===== src/rtl/mem_arbiter.sv =====
// mem_arbiter: two-master single-port RAM arbiter with last-granted tie break,
// bounded bursts and per-master read response routing.
module mem_arbiter #(
  parameter int ADDR_W    = 18,
  parameter int DATA_W    = 32,
  parameter int MAX_BURST = 8
) (
  input  logic              clock,
  input  logic              nreset,
  input  logic              m0_req,
  input  logic              m0_we,
  input  logic [ADDR_W-1:0] m0_addr,
  input  logic [DATA_W-1:0] m0_wdata,
  output logic              m0_gnt,
  output logic              m0_rvalid,
  output logic [DATA_W-1:0] m0_rdata,
  input  logic              m1_req,
  input  logic              m1_we,
  input  logic [ADDR_W-1:0] m1_addr,
  input  logic [DATA_W-1:0] m1_wdata,
  output logic              m1_gnt,
  output logic              m1_rvalid,
  output logic [DATA_W-1:0] m1_rdata,
  output logic              ram_en,
  output logic              ram_we,
  output logic [ADDR_W-1:0] ram_addr,
  output logic [DATA_W-1:0] ram_wdata,
  input  logic [DATA_W-1:0] ram_rdata
);
  typedef enum logic [1:0] {IDLE, OWN0, OWN1} state_t;
  state_t      state_q, state_d;
  logic        last_q, last_d;
  logic [7:0]  cnt_q, cnt_d;
  logic        rv0_q, rv0_d, rv1_q, rv1_d;
  logic        xfer0, xfer1, burst_done;
  assign m0_gnt    = state_q == OWN0;
  assign m1_gnt    = state_q == OWN1;
  assign xfer0     = m0_gnt && m0_req;
  assign xfer1     = m1_gnt && m1_req;
  assign ram_en    = xfer0 || xfer1;
  assign ram_we    = xfer0 ? m0_we : (xfer1 && m1_we);
  assign ram_addr  = xfer1 ? m1_addr : m0_addr;
  assign ram_wdata = xfer1 ? m1_wdata : m0_wdata;
  assign m0_rvalid = rv0_q;
  assign m1_rvalid = rv1_q;
  assign m0_rdata  = rv0_q ? ram_rdata : '0;
  assign m1_rdata  = rv1_q ? ram_rdata : '0;
  // The current transfer is the last allowed one of the burst once the counter reaches MAX_BURST-1.
  assign burst_done = cnt_q >= 8'(MAX_BURST - 1);
  always_comb begin
    state_d = state_q;
    unique case (state_q)
      IDLE: state_d = (m0_req && (!m1_req || last_q)) ? OWN0 : m1_req ? OWN1 : IDLE;
      OWN0: state_d = !m0_req ? (m1_req ? OWN1 : IDLE) : (m1_req && burst_done) ? OWN1 : OWN0;
      OWN1: state_d = !m1_req ? (m0_req ? OWN0 : IDLE) : (m0_req && burst_done) ? OWN0 : OWN1;
      default: state_d = IDLE;
    endcase
    cnt_d  = (state_d != state_q) ? 8'd0 : (ram_en && cnt_q < 8'(MAX_BURST)) ? cnt_q + 8'd1 : cnt_q;
    last_d = (state_d == OWN0 && state_q != OWN0) ? 1'b0 :
             (state_d == OWN1 && state_q != OWN1) ? 1'b1 : last_q;
    rv0_d  = xfer0 && !m0_we;
    rv1_d  = xfer1 && !m1_we;
  end
  always_ff @(posedge clock or negedge nreset) begin
    if (!nreset) begin
      state_q <= IDLE;
      last_q  <= 1'b1;
      cnt_q   <= 8'd0;
      rv0_q   <= 1'b0;
      rv1_q   <= 1'b0;
    end else begin
      state_q <= state_d;
      last_q  <= last_d;
      cnt_q   <= cnt_d;
      rv0_q   <= rv0_d;
      rv1_q   <= rv1_d;
    end
  end
endmodule

===== config.mk =====
export PLATFORM = sky130hd
export DESIGN_NAME = mem_arbiter
export DESIGN_NICKNAME = d
export VERILOG_FILES = /design/src/rtl/mem_arbiter.sv
export SDC_FILE = /design/constraint.sdc
export NUM_CORES = 1
export LEC_CHECK = 0
export CORE_AREA = 2 2 101 103
export CTS_CLUSTER_SIZE = 40
export DETAILED_ROUTE_END_ITERATION = 16
export DIE_AREA = 0 0 103 105
export HOLD_SLACK_MARGIN = 0.12
export MAX_ROUTING_LAYER = met4
export PLACE_DENSITY = 0.75
export SLEW_MARGIN = 20
export SYNTH_ARGS = -nofsm -noshare
export SYNTH_HDL_FRONTEND = slang
export SYNTH_SLANG_ARGS = --single-unit

===== constraint.sdc =====
create_clock -name clock -period 1.7 [get_ports clock]
set_input_delay 0.34 -clock clock [delete_from_list [all_inputs] [get_ports clock]]
set_output_delay 0.34 -clock clock [all_outputs]
set_load 0.02 [all_outputs]

==> results of run 1 <==
==> power by group through the flow <==
stage,combinational (uW),clock [uW],sequential [uW]
2_1_floorplan,540,0,356
3_3_place_gp,1270,0,356
3_5_place_dp,1290,0,358
4_1_cts,1440,276,353
5_1_grt,1540,299,359
6_report,1460,273,356
==> timing repair <==
item                                    4_1_cts  5_1_grt
gates cloned                                  5        1
setup buffers                                 7        6
pin swaps                                     7        7
resized for setup                           394       16
endpoints found under the setup margin      130       64
==> per-layer routing <==
metal	up-vias	track usage, %	wire length [um]
li1	1214	-	-
met3	13	3.95	859
met4	0	4.42	217
met5	-	-	0
met2	169	34.8	5620
met1	1139	16.9	3340
==> synth_stat cells, types with 2 or more instances <==
cell type and count:
dfrtp_1 12, nand2_1 6, clkbuf_1 7, nor2_1 9, xnor2_1 2, and2_1 64, a21oi_1 5, buf_2 6
inv_1 5, mux2i_1 2, nor2b_1 5, mux2_2 50, nand3b_1 2
==> cell families after synthesis <==
kind of cell             share of synthesized area, %
flip-flops                                       19.4
AO/OA/AOI/OAI                                    7.57
AND/OR/NAND/NOR                                  31.5
XOR/XNOR                                         1.56
buffers and inverters                            4.68
multiplexers                                     34.6
adder cells (fa/ha/maj)                         0.742
==> stage by stage <==
stage                     setup slack, ns  instances  TNS [ns]  hold WS (ns)  cell area (sq um)
after CTS                          -0.383        597    -15.57         0.486               4830
final                              -0.386        602    -15.76         0.465               4920
after global routing               -0.439        602    -18.92         0.543               4920
after floorplan                    0.0135        194         0        0.0444               1690
after global placement             -0.793        582    -52.49         0.482               4500
after detailed placement           -0.799        582    -54.34         0.494               4500
==> cell type report <==
class	count	area, sq um
inverters	5	18.8
clock buffers	4	45.0
well taps	133	166
multi-input cells	162	1380
flip-flops and latches	13	327
repair buffers	285	2980
fillers	914	4720
==> flip-flops by register name, summed over array words and instances, names as in the netlist <==
| name | cells |
|---|---|
| cnt_q | 8 |
| state_q | 2 |
| last_q | 1 |
| m0_rvalid | 1 |
| m1_rvalid | 1 |
==> critical path, stage by stage, from the launching register on <==
cell,delay [ns]
dfrtp_1,0.37
nand3b_1,0.17
buf_6,0.15
buf_12,0.12
buf_12,0.12
buf_16,0.13
mux2_4,0.30
buf_6,0.13
==> how the worst min path moves through the flow <==
stage / cells past startpoint / to / from
finish: 1 / cnt_q[1]$_DFFE_PN0P_ / nreset
CTS: 1 / cnt_q[1]$_DFFE_PN0P_ / nreset
global route: 1 / cnt_q[7]$_DFFE_PN0P_ / nreset
global placement: 1 / cnt_q[4]$_DFFE_PN0P_ / cnt_q[4]$_DFFE_PN0P_
detailed placement: 1 / cnt_q[4]$_DFFE_PN0P_ / cnt_q[4]$_DFFE_PN0P_
floorplan: 0 / cnt_q[0]$_DFFE_PN0P_ / nreset
==> results by group, run 1 <==
Global route
  – Vias in the first global route: approximately 2.7k
  – Pin count of the biggest net entering global routing: 34
  – Initial antenna violation count: 0
  – Overflow after GRT: 0
  – First-pass GRT wire length: 14.2 mm
  – Overall Global Routing Usage: 17.7%

Setup path
  – WS Path Type: reg -> out
  – Worst Reg-to-Reg Cells: 10
  – Reg2reg setup slack: -0.19 ns
  – Crit start category: register
  – Crit. Startpoint: state_q[0]$_DFF_PN0_
  – CP Data Required Time: 1.36 ns
  – CP endpoint: ram_addr[3]
  – CP max FO: 7
  – FF-to-FF End: cnt_q[1]$_DFFE_PN0P_
  – Arr. time, crit path: 1.75 ns
  – Reg2Reg Launch Point: state_q[0]$_DFF_PN0_
  – Critical Path End Type: primary output

Detailed routing
  – Antenna-violating nets left: 0
  – DRC viols: 0
  – Drt first pass iters: 4
  – Initial DRC count: 48
  – Vias/cell: 4.21
  – Drt wl/cell: 16.7 um
  – Vias: 2535
  – Final WL: around 10 mm

Final layout
  – Most common cell after layout, fill and taps aside: clkdlybuf4s50_1
  – Layout Utilization: 51.0%
  – Final nets: 609
  – Commonest non-fill, non-tap cells in the layout: clkdlybuf4s50_1 (136), dlygate4sd2_1 (68), and2_1 (64)
  – Antenna Cells: 0
  – Area growth syn-to-layout: 192%
  – Share of post-route cells with drive strength above 1: 31.3%

STA
  – Least-Margin Pin Slew: 0.572 ns
  – Crit path setup slack, layout: -0.386 ns
  – Worst Skew: 0.00471 ns
  – RSZ-0062 raised after global routing: yes
  – Max-slew violation count: 0
  – Final setup viols: 58
  – Fmax: approximately 480 MHz
  – Max-slew headroom: 61.7%
  – Final period util: 123%
  – Period minus WS final: 2.09 ns
  – Hold Vio Cnt, Final: 0

Yosys
  – Syn_nets: 333
  – Post-synthesis sequential area ratio: ~19%
  – Syn Inst Count: approximately 190
  – Area leader, netlist: mux2_2
  – Primary FF master, synth: dfrtp_1
  – Ys Warns: 0
  – Post-synthesis async set-or-reset flop share: 100%
  – FF+latch count, synth: 13
  – Yosys cell types: 32
  – Synthesized area per cell: 8.69 sq um
  – Synthesized area: 1690 sq um
  – Top post-synthesis cells by area: mux2_2 (33%), and2_1 (24%), dfrtp_1 (18%), nor2_1 (2.0%), nor2b_1 (1.9%)
  – Post-synth EDFFs: 0
  – Area share of the largest cell type after synthesis: 33.4%

Clock tree
  – Root Driver: clkbuf_8
  – H-tree depth: 1
  – Clock Sinks: 13
  – Skew-Pair Late Insertion Delay: 0.24 ns
  – Hold_buf cts: 0
  – Clock Pin Slew Worst Setup and Hold Paths: 0.05 ns
  – Clock Path Buffers: 2
  – Num CTS Buffers: 3
  – CTS tree: done

Die
  – Die X-Extent: 103 um
  – Initial Util: between 10% and 20%
  – Number of core rows: 36
  – Die footprint: 10800 sq um
  – Die Span Y: 105 um
  – Core Region: between 9000 and 10000 sq um
  – # IOs: 258

Power and ir drop
  – Static Leak: approximately 0.0024 uW
  – Sequential share of power: around 17%
  – Max VDD drop: 0.250 mV
  – Logic pwr share: a little over two thirds
  – Power Total: 2090 uW
  – Net Switching: 729 uW
  – PD cells: 424 nW/um^2
  – Switching share of total power: roughly a third
  – Clock power share: 13.1%
  – Int Pwr: 1360 uW

Worst hold path
  – Worst hold path class: in -> async

Status
  – Status: finished, violations left
  – Failing checks: negative setup slack

Placement
  – Number of buffers added on ports: 257
  – DP Wirelength: 7.77 mm
  – Placer Congestion: slightly below 0.8

Flow run
  – Max-cap violation count: 0
No activity file was read; power rests on OpenSTA's default activity.
==> run 2: changes to the inputs <==
--- a/config.mk
+++ b/config.mk
@@ -11,7 +11,7 @@
 export DIE_AREA = 0 0 103 105
 export HOLD_SLACK_MARGIN = 0.12
 export MAX_ROUTING_LAYER = met4
-export PLACE_DENSITY = 0.75
+export PLACE_DENSITY_LB_ADDON = 0.2
 export SLEW_MARGIN = 20
 export SYNTH_ARGS = -nofsm -noshare
 export SYNTH_HDL_FRONTEND = slang
==> run 2 against run 1 <==
The flow still finishes with violations (negative setup slack). Sequential power is essentially flat. Design area is essentially flat. Register-to-register slack gained 0.08 ns. Final cell count grew 1.2%. Setup slack gained 0.029 ns. Total power grew 0.64%. Utilization is essentially flat. Hold slack lost 0.074 ns. Clock skew grew 0.0060 ns. Count of clock-buffer cells in the layout is the same. Combinational power is essentially flat. Via count grew 0.55%.
==> results by group, run 2 (synthesis results as in run 1) <==
Detailed routing
  – Vias: 2549
  – Initial DRC count: 66
  – Final WL: 9.52 mm
  – Drt wl/cell: 15.6 um
  – DRC viols: 0
  – Antenna-violating nets left: 0
  – Vias/cell: ~4.2
  – Drt first pass iters: 4

Clock tree
  – Root Driver: clkbuf_8
  – Clock Pin Slew Worst Setup and Hold Paths: 0.06 ns
  – Clock Path Buffers: 2
  – H-tree depth: 1
  – Num CTS Buffers: 3
  – Hold_buf cts: 0
  – Skew-Pair Late Insertion Delay: about 0.25 ns
  – Clock Sinks: 13
  – CTS tree: done

STA
  – Hold Vio Cnt, Final: 0
  – Max-slew headroom: between 70% and 80%
  – Period minus WS final: 2.06 ns
  – RSZ-0062 raised after global routing: yes
  – Fmax: 486 MHz
  – Max-slew violation count: 0
  – WHS: 0.390 ns
  – Final setup viols: 59
  – Crit path setup slack, layout: -0.358 ns
  – Least-Margin Pin Slew: 0.348 ns
  – Worst Skew: 0.0107 ns
  – Final period util: 121%

Die
  – Die Span Y: ~110 um
  – Number of core rows: 36
  – Die X-Extent: 103 um
  – Initial Util: 17.5%
  – Core Region: 9640 sq um
  – # IOs: 258
  – Die footprint: 10800 sq um

Final layout
  – Largest Register: cnt_q
  – Layout Utilization: roughly half
  – Commonest non-fill, non-tap cells in the layout: clkdlybuf4s50_1 (136), and2_1 (64), dlygate4sd2_1 (61)
  – Area growth syn-to-layout: 192%
  – Fin area: 4920 sq um
  – Share of post-route cells with drive strength above 1: 32.8%
  – Finished Layout Cells: 609
  – Largest registers: cnt_q (8), state_q (2)
  – Antenna Cells: 0
  – Filler cell count: about 960
  – Final nets: 616
  – Max FFs per register: 8
  – Most common cell after layout, fill and taps aside: clkdlybuf4s50_1

Placement
  – # placed instances: 588
  – DP Wirelength: 7.51 mm
  – Area after DPL: 4520 sq um
  – Placer Congestion: around 0.75
  – Number of buffers added on ports: 257
  – Pre-CTS setup slack: -0.766 ns

Setup path
  – FF-to-FF End: cnt_q[1]$_DFFE_PN0P_
  – Worst-path cell chain: nand3b_1 > buf_6 > buf_12 > buf_12 > mux2_2 > buf_6
  – Reg2Reg Launch Point: state_q[0]$_DFF_PN0_
  – Worst Reg-to-Reg Cells: 9
  – Buf/Inv on CP: 4
  – CP max-delay cell: dfrtp_1
  – CP max FO: 5
  – Crit start category: register
  – Largest stage delay on the critical path: 0.38 ns
  – Reg2reg setup slack: -0.11 ns
  – WS Path Type: reg -> out
  – Crit path max-delay family: buffers and inverters
  – Arr. time, crit path: about 1.7 ns
  – CP Data Required Time: 1.36 ns
  – Critical Path End Type: primary output

Global route
  – Pin count of the biggest net entering global routing: 19
  – First-pass GRT wire length: 13.8 mm
  – Met3 Resource Use GR: 2.47%
  – Met2 Use GR: 35.9%
  – Gr busiest metal: met2
  – Routing usage on met1: roughly 15%
  – Overflow after GRT: 0
  – Vias in the first global route: 2611
  – Overall Global Routing Usage: 17.1%
  – Initial antenna violation count: 0

Power and ir drop
  – Static Leak: ~0.0024 uW
  – Max VDD drop: 0.203 mV
  – PD cells: roughly 430 nW/um^2

Status
  – Status: finished, violations left
  – Failing checks: negative setup slack

Flow run
  – Max-cap violation count: 0

Worst hold path
  – Worst hold path class: in -> async
run 2: cell types whose count changed in the layout (fill, tap and decap cells not counted), sizes merged:
cell and delta:
buf +8, dlygate4sd2 -7, clkdlybuf4s15 +6
run 2: area by class of cell:
| class | instances | area [sq um] | share of cell area (%) |
|---|---|---|---|
| clock buffers | 4 | 45.0 | 0.915 |
| inverters | 5 | 18.8 | 0.381 |
| multi-input cells | 162 | 1360 | 27.7 |
| flip-flops and latches | 13 | 327 | 6.64 |
| well taps | 133 | 166 | 3.38 |
| repair buffers | 292 | 3000 | 61.0 |
run 2: routing by layer:
metal	share of wire (%)	vias to the layer above	routed length, um
li1	-	1220	-
met1	32	1161	3000
met2	59	161	5590
met3	8.8	7	838
met4	0.86	0	82
met5	0	-	0
run 2: power by group:
part | leakage, uW | internal [uW] | switching (uW)
sequential | 0.000174 | 335 | 20.6
combinational | 0.00219 | 868 | 591
clock | 0.0000228 | 166 | 120
run 2: per-stage QoR:
stage / setup TNS (ns) / power [uW]
3_5_place_dp: -51.28 / 1650
4_1_cts: -16.80 / 2100
6_report: -15.10 / 2100
5_1_grt: -17.46 / 2210
2_1_floorplan: 0 / 896
3_3_place_gp: -49.88 / 1630
run 2: how the worst max path moves through the flow:
stage,start,endpoint,slack [ns],cells past startpoint
6_report,state_q[0]$_DFF_PN0_,ram_wdata[16],-0.36,6
3_3_place_gp,m1_req,ram_wdata[9],-0.75,5
2_1_floorplan,state_q[0]$_DFF_PN0_,ram_addr[0],0.01,5
5_1_grt,state_q[0]$_DFF_PN0_,ram_wdata[31],-0.40,6
4_1_cts,state_q[0]$_DFF_PN0_,ram_addr[6],-0.43,7
3_5_place_dp,m1_req,ram_addr[9],-0.77,5
run 2: timing repair:
action | 4_1_cts | 5_1_grt
buffers inserted | 13 | 5
gates cloned | 4 | 0
endpoints found under the hold margin | 0 | 0
pin swaps | 11 | 7
gates resized for setup | 397 | 27
endpoints found under the setup margin | 131 | 71
run 2: worst register-to-register path, delay by kind of cell (launching register included):
family / cells / cell delay, ns
buffers and inverters: 5 / 0.70
AND/OR/NAND/NOR: 2 / 0.28
multiplexers: 1 / 0.18
flip-flops: 1 / 0.38
AO/OA/AOI/OAI: 1 / 0.16
==> run 3: changes to the inputs <==
--- a/config.mk
+++ b/config.mk
@@ -5,10 +5,11 @@
 export SDC_FILE = /design/constraint.sdc
 export NUM_CORES = 1
 export LEC_CHECK = 0
-export CORE_AREA = 2 2 101 103
+export ABC_AREA = 1
+export CORE_AREA = 2 2 100 102
 export CTS_CLUSTER_SIZE = 40
 export DETAILED_ROUTE_END_ITERATION = 16
-export DIE_AREA = 0 0 103 105
+export DIE_AREA = 0 0 102 104
 export HOLD_SLACK_MARGIN = 0.12
 export MAX_ROUTING_LAYER = met4
 export PLACE_DENSITY_LB_ADDON = 0.2
==> run 3 against run 2 <==
Non-clock buffer count up 9. Flip-flop and latch count unchanged. Wire length up 8.0%. Register-to-register slack better by 0.21 ns. Clock skew down 0.0059 ns. Largest power group unchanged. Synthesized cell count up 95%. Total power up 100%. Via count up 28%. Design area up 8.9%. The flow still finishes with violations (negative setup slack). Utilization up 5.1 points. Fmax up 11%. Die area down 1.9%.
==> results by group, run 3 <==
Power and ir drop
  – Max VDD drop: 0.511 mV
  – Power Total: between 4000 and 5000 uW
  – Static Leak: 0.00323 uW
  – PD cells: 800 nW/um^2

Yosys
  – Area leader, netlist: nand2_1
  – Syn_nets: 517
  – Post-synth EDFFs: 0
  – Synthesized area: 1810 sq um
  – Area share of the largest cell type after synthesis: a little under half
  – Primary FF master, synth: dfrtp_1
  – FF+latch count, synth: 13
  – Post-synthesis sequential area ratio: 18.1%
  – Commonest cells post-synth: nand2_1 (227), inv_1 (77), dfrtp_1 (12)
  – Post-synthesis async set-or-reset flop share: 100%
  – Ys Warns: 0
  – Top-count cell post-synth: nand2_1
  – Top post-synthesis cells by area: nand2_1 (47%), dfrtp_1 (17%), inv_1 (16%), clkbuf_1 (2.3%), nor2_1 (2.3%)
  – Syn Inst Count: 378
  – Yosys cell types: 23
  – Synthesized area per cell: 4.78 sq um

Setup path
  – Crit. Startpoint: state_q[0]$_DFF_PN0_
  – Reg2reg setup slack: 0.10 ns
  – Critical Path End Type: primary output
  – CP endpoint: ram_wdata[7]
  – WS Path Type: reg -> out
  – Reg2Reg Launch Point: cnt_q[1]$_DFFE_PN0P_
  – Worst Reg-to-Reg Cells: 9
  – CP max FO: 8
  – CP Data Required Time: between 1 and 1.5 ns
  – FF-to-FF End: cnt_q[2]$_DFFE_PN0P_
  – Crit start category: register
  – Arr. time, crit path: 1.51 ns

Global route
  – Pin count of the biggest net entering global routing: 34
  – Initial antenna violation count: 0
  – First-pass GRT wire length: 14.7 mm
  – Overall Global Routing Usage: between 15 and 20%
  – Vias in the first global route: 2976
  – Overflow after GRT: 0

Placement
  – Number of buffers added on ports: 257
  – DP Wirelength: 8.10 mm
  – Area after DPL: approximately 4700 sq um
  – Placer Congestion: roughly 0.96

STA
  – Worst Skew: 0.00479 ns
  – Final setup TNS: -5.80 ns
  – Fmax: about 540 MHz
  – Max-slew violation count: 0
  – Crit path setup slack, layout: -0.153 ns
  – Final setup viols: around 50
  – RSZ-0062 raised after global routing: yes
  – Hold Vio Cnt, Final: 0
  – Least-Margin Pin Slew: 0.275 ns
  – Max-slew headroom: about 82%
  – Final period util: 109%
  – Period minus WS final: 1.85 ns

Detailed routing
  – Drt first pass iters: 5
  – Antenna-violating nets left: 0
  – Final WL: 10.3 mm
  – Drt wl/cell: 12.8 um
  – Initial DRC count: between 90 and 100
  – Vias/cell: 4.06
  – DRC viols: 0
  – Vias: around 3.3k

Clock tree
  – Root Driver: clkbuf_8
  – Num CTS Buffers: 3
  – CTS tree: done
  – H-tree depth: 1
  – Clock Path Buffers: 2
  – Skew-Pair Late Insertion Delay: 0.25 ns
  – Hold_buf cts: 0
  – Clock Sinks: 13
  – Clock Pin Slew Worst Setup and Hold Paths: 0.06 ns

Final layout
  – Area growth syn-to-layout: 196%
  – Largest Register: cnt_q
  – Most common cell after layout, fill and taps aside: nand2_1
  – Final nets: 807
  – Share of post-route cells with drive strength above 1: 31.2%
  – Filler cell count: 939
  – Max FFs per register: 8
  – Fin area: 5360 sq um
  – Commonest non-fill, non-tap cells in the layout: nand2_1 (144), clkdlybuf4s50_1 (136), nand2_2 (78)
  – Largest registers: cnt_q (8), state_q (2)

Status
  – Failing checks: negative setup slack
  – Status: finished, violations left

Flow run
  – Max-cap violation count: 0

Die
  – Initial Util: 18.9%
  – # IOs: 258
  – Core Region: 9550 sq um
  – Die footprint: roughly 11000 sq um
  – Number of core rows: 36
  – Die X-Extent: between 100 and 150 um
  – Die Span Y: around 100 um

Worst hold path
  – Worst hold path class: in -> async
-- run 3: where the power goes --
part / leakage (uW) / internal (uW) / switching [uW]
Sequential: 0.000175 / 365 / 37.3
Combinational: 0.00303 / 1770 / 1820
Clock: 0.0000228 / 166 / 122
-- run 3: logic make-up after synthesis --
family,share of synthesized area (%)
simple gates,56.7
buf+inv,20.3
flops,18.1
compound gates,3.81
xor+xnor,0.485
fa+ha+maj,0.692
-- run 3: area by class of cell --
class	count	area [sq um]	share of cell area [%]
Sequential cell	13	327	6.09
Multi-Input combinational cell	269	1430	26.7
Inverter	80	308	5.74
Tap cell	133	166	3.11
Antenna cell	1	2.50	0.0467
Clock buffer	4	45.0	0.841
Timing Repair Buffer	301	3080	57.5
-- run 3: repair_timing --
action | 4_1_cts | 5_1_grt
cloned | 3 | 5
gates resized for setup | 394 | 108
pin swaps | 7 | 42
setup endpoints to repair | 120 | 62
hold endpoints to repair | 0 | 0
buffers inserted | 4 | 9
-- run 3: critical path, cell delays in order, from the launching register on --
cell and delay (ns):
dfrtp_1 0.41, nor2_4 0.15, nand2_4 0.10, inv_8 0.07, buf_12 0.15, clkbuf_16 0.16
nand2_2 0.05, nand2_2 0.06, buf_6 0.11
-- run 3: how the worst min path moves through the flow --
stage | from | to | slack (ns)
finish | nreset | state_q[1]$_DFF_PN0_ | 0.40
global route | nreset | state_q[0]$_DFF_PN0_ | 0.40
CTS | nreset | state_q[1]$_DFF_PN0_ | 0.41
detailed placement | last_q$_DFFE_PN1P_ | last_q$_DFFE_PN1P_ | 0.49
global placement | last_q$_DFFE_PN1P_ | last_q$_DFFE_PN1P_ | 0.49
floorplan | nreset | cnt_q[0]$_DFFE_PN0P_ | 0.04
-- run 3: routing by layer --
layer | part of all wire [%] | vias up | track usage, %
met1 | 37 | 1413 | 18.8
met4 | 1.4 | 0 | 3.14
li1 | - | 1657 | -
met5 | 0 | - | -
met2 | 52 | 170 | 32.4
met3 | 11 | 10 | 4.91
-- run 3: per-stage QoR --
stage	hold slack [ns]	instances	utilization (%)	setup slack, ns
floorplan	0.0444	378	-	0.0960
global placement	0.489	779	49.7	-0.658
detailed placement	0.494	779	49.7	-0.661
CTS	0.408	789	51.5	-0.143
global route	0.404	800	56.1	-0.213
finish	0.395	801	56.1	-0.153
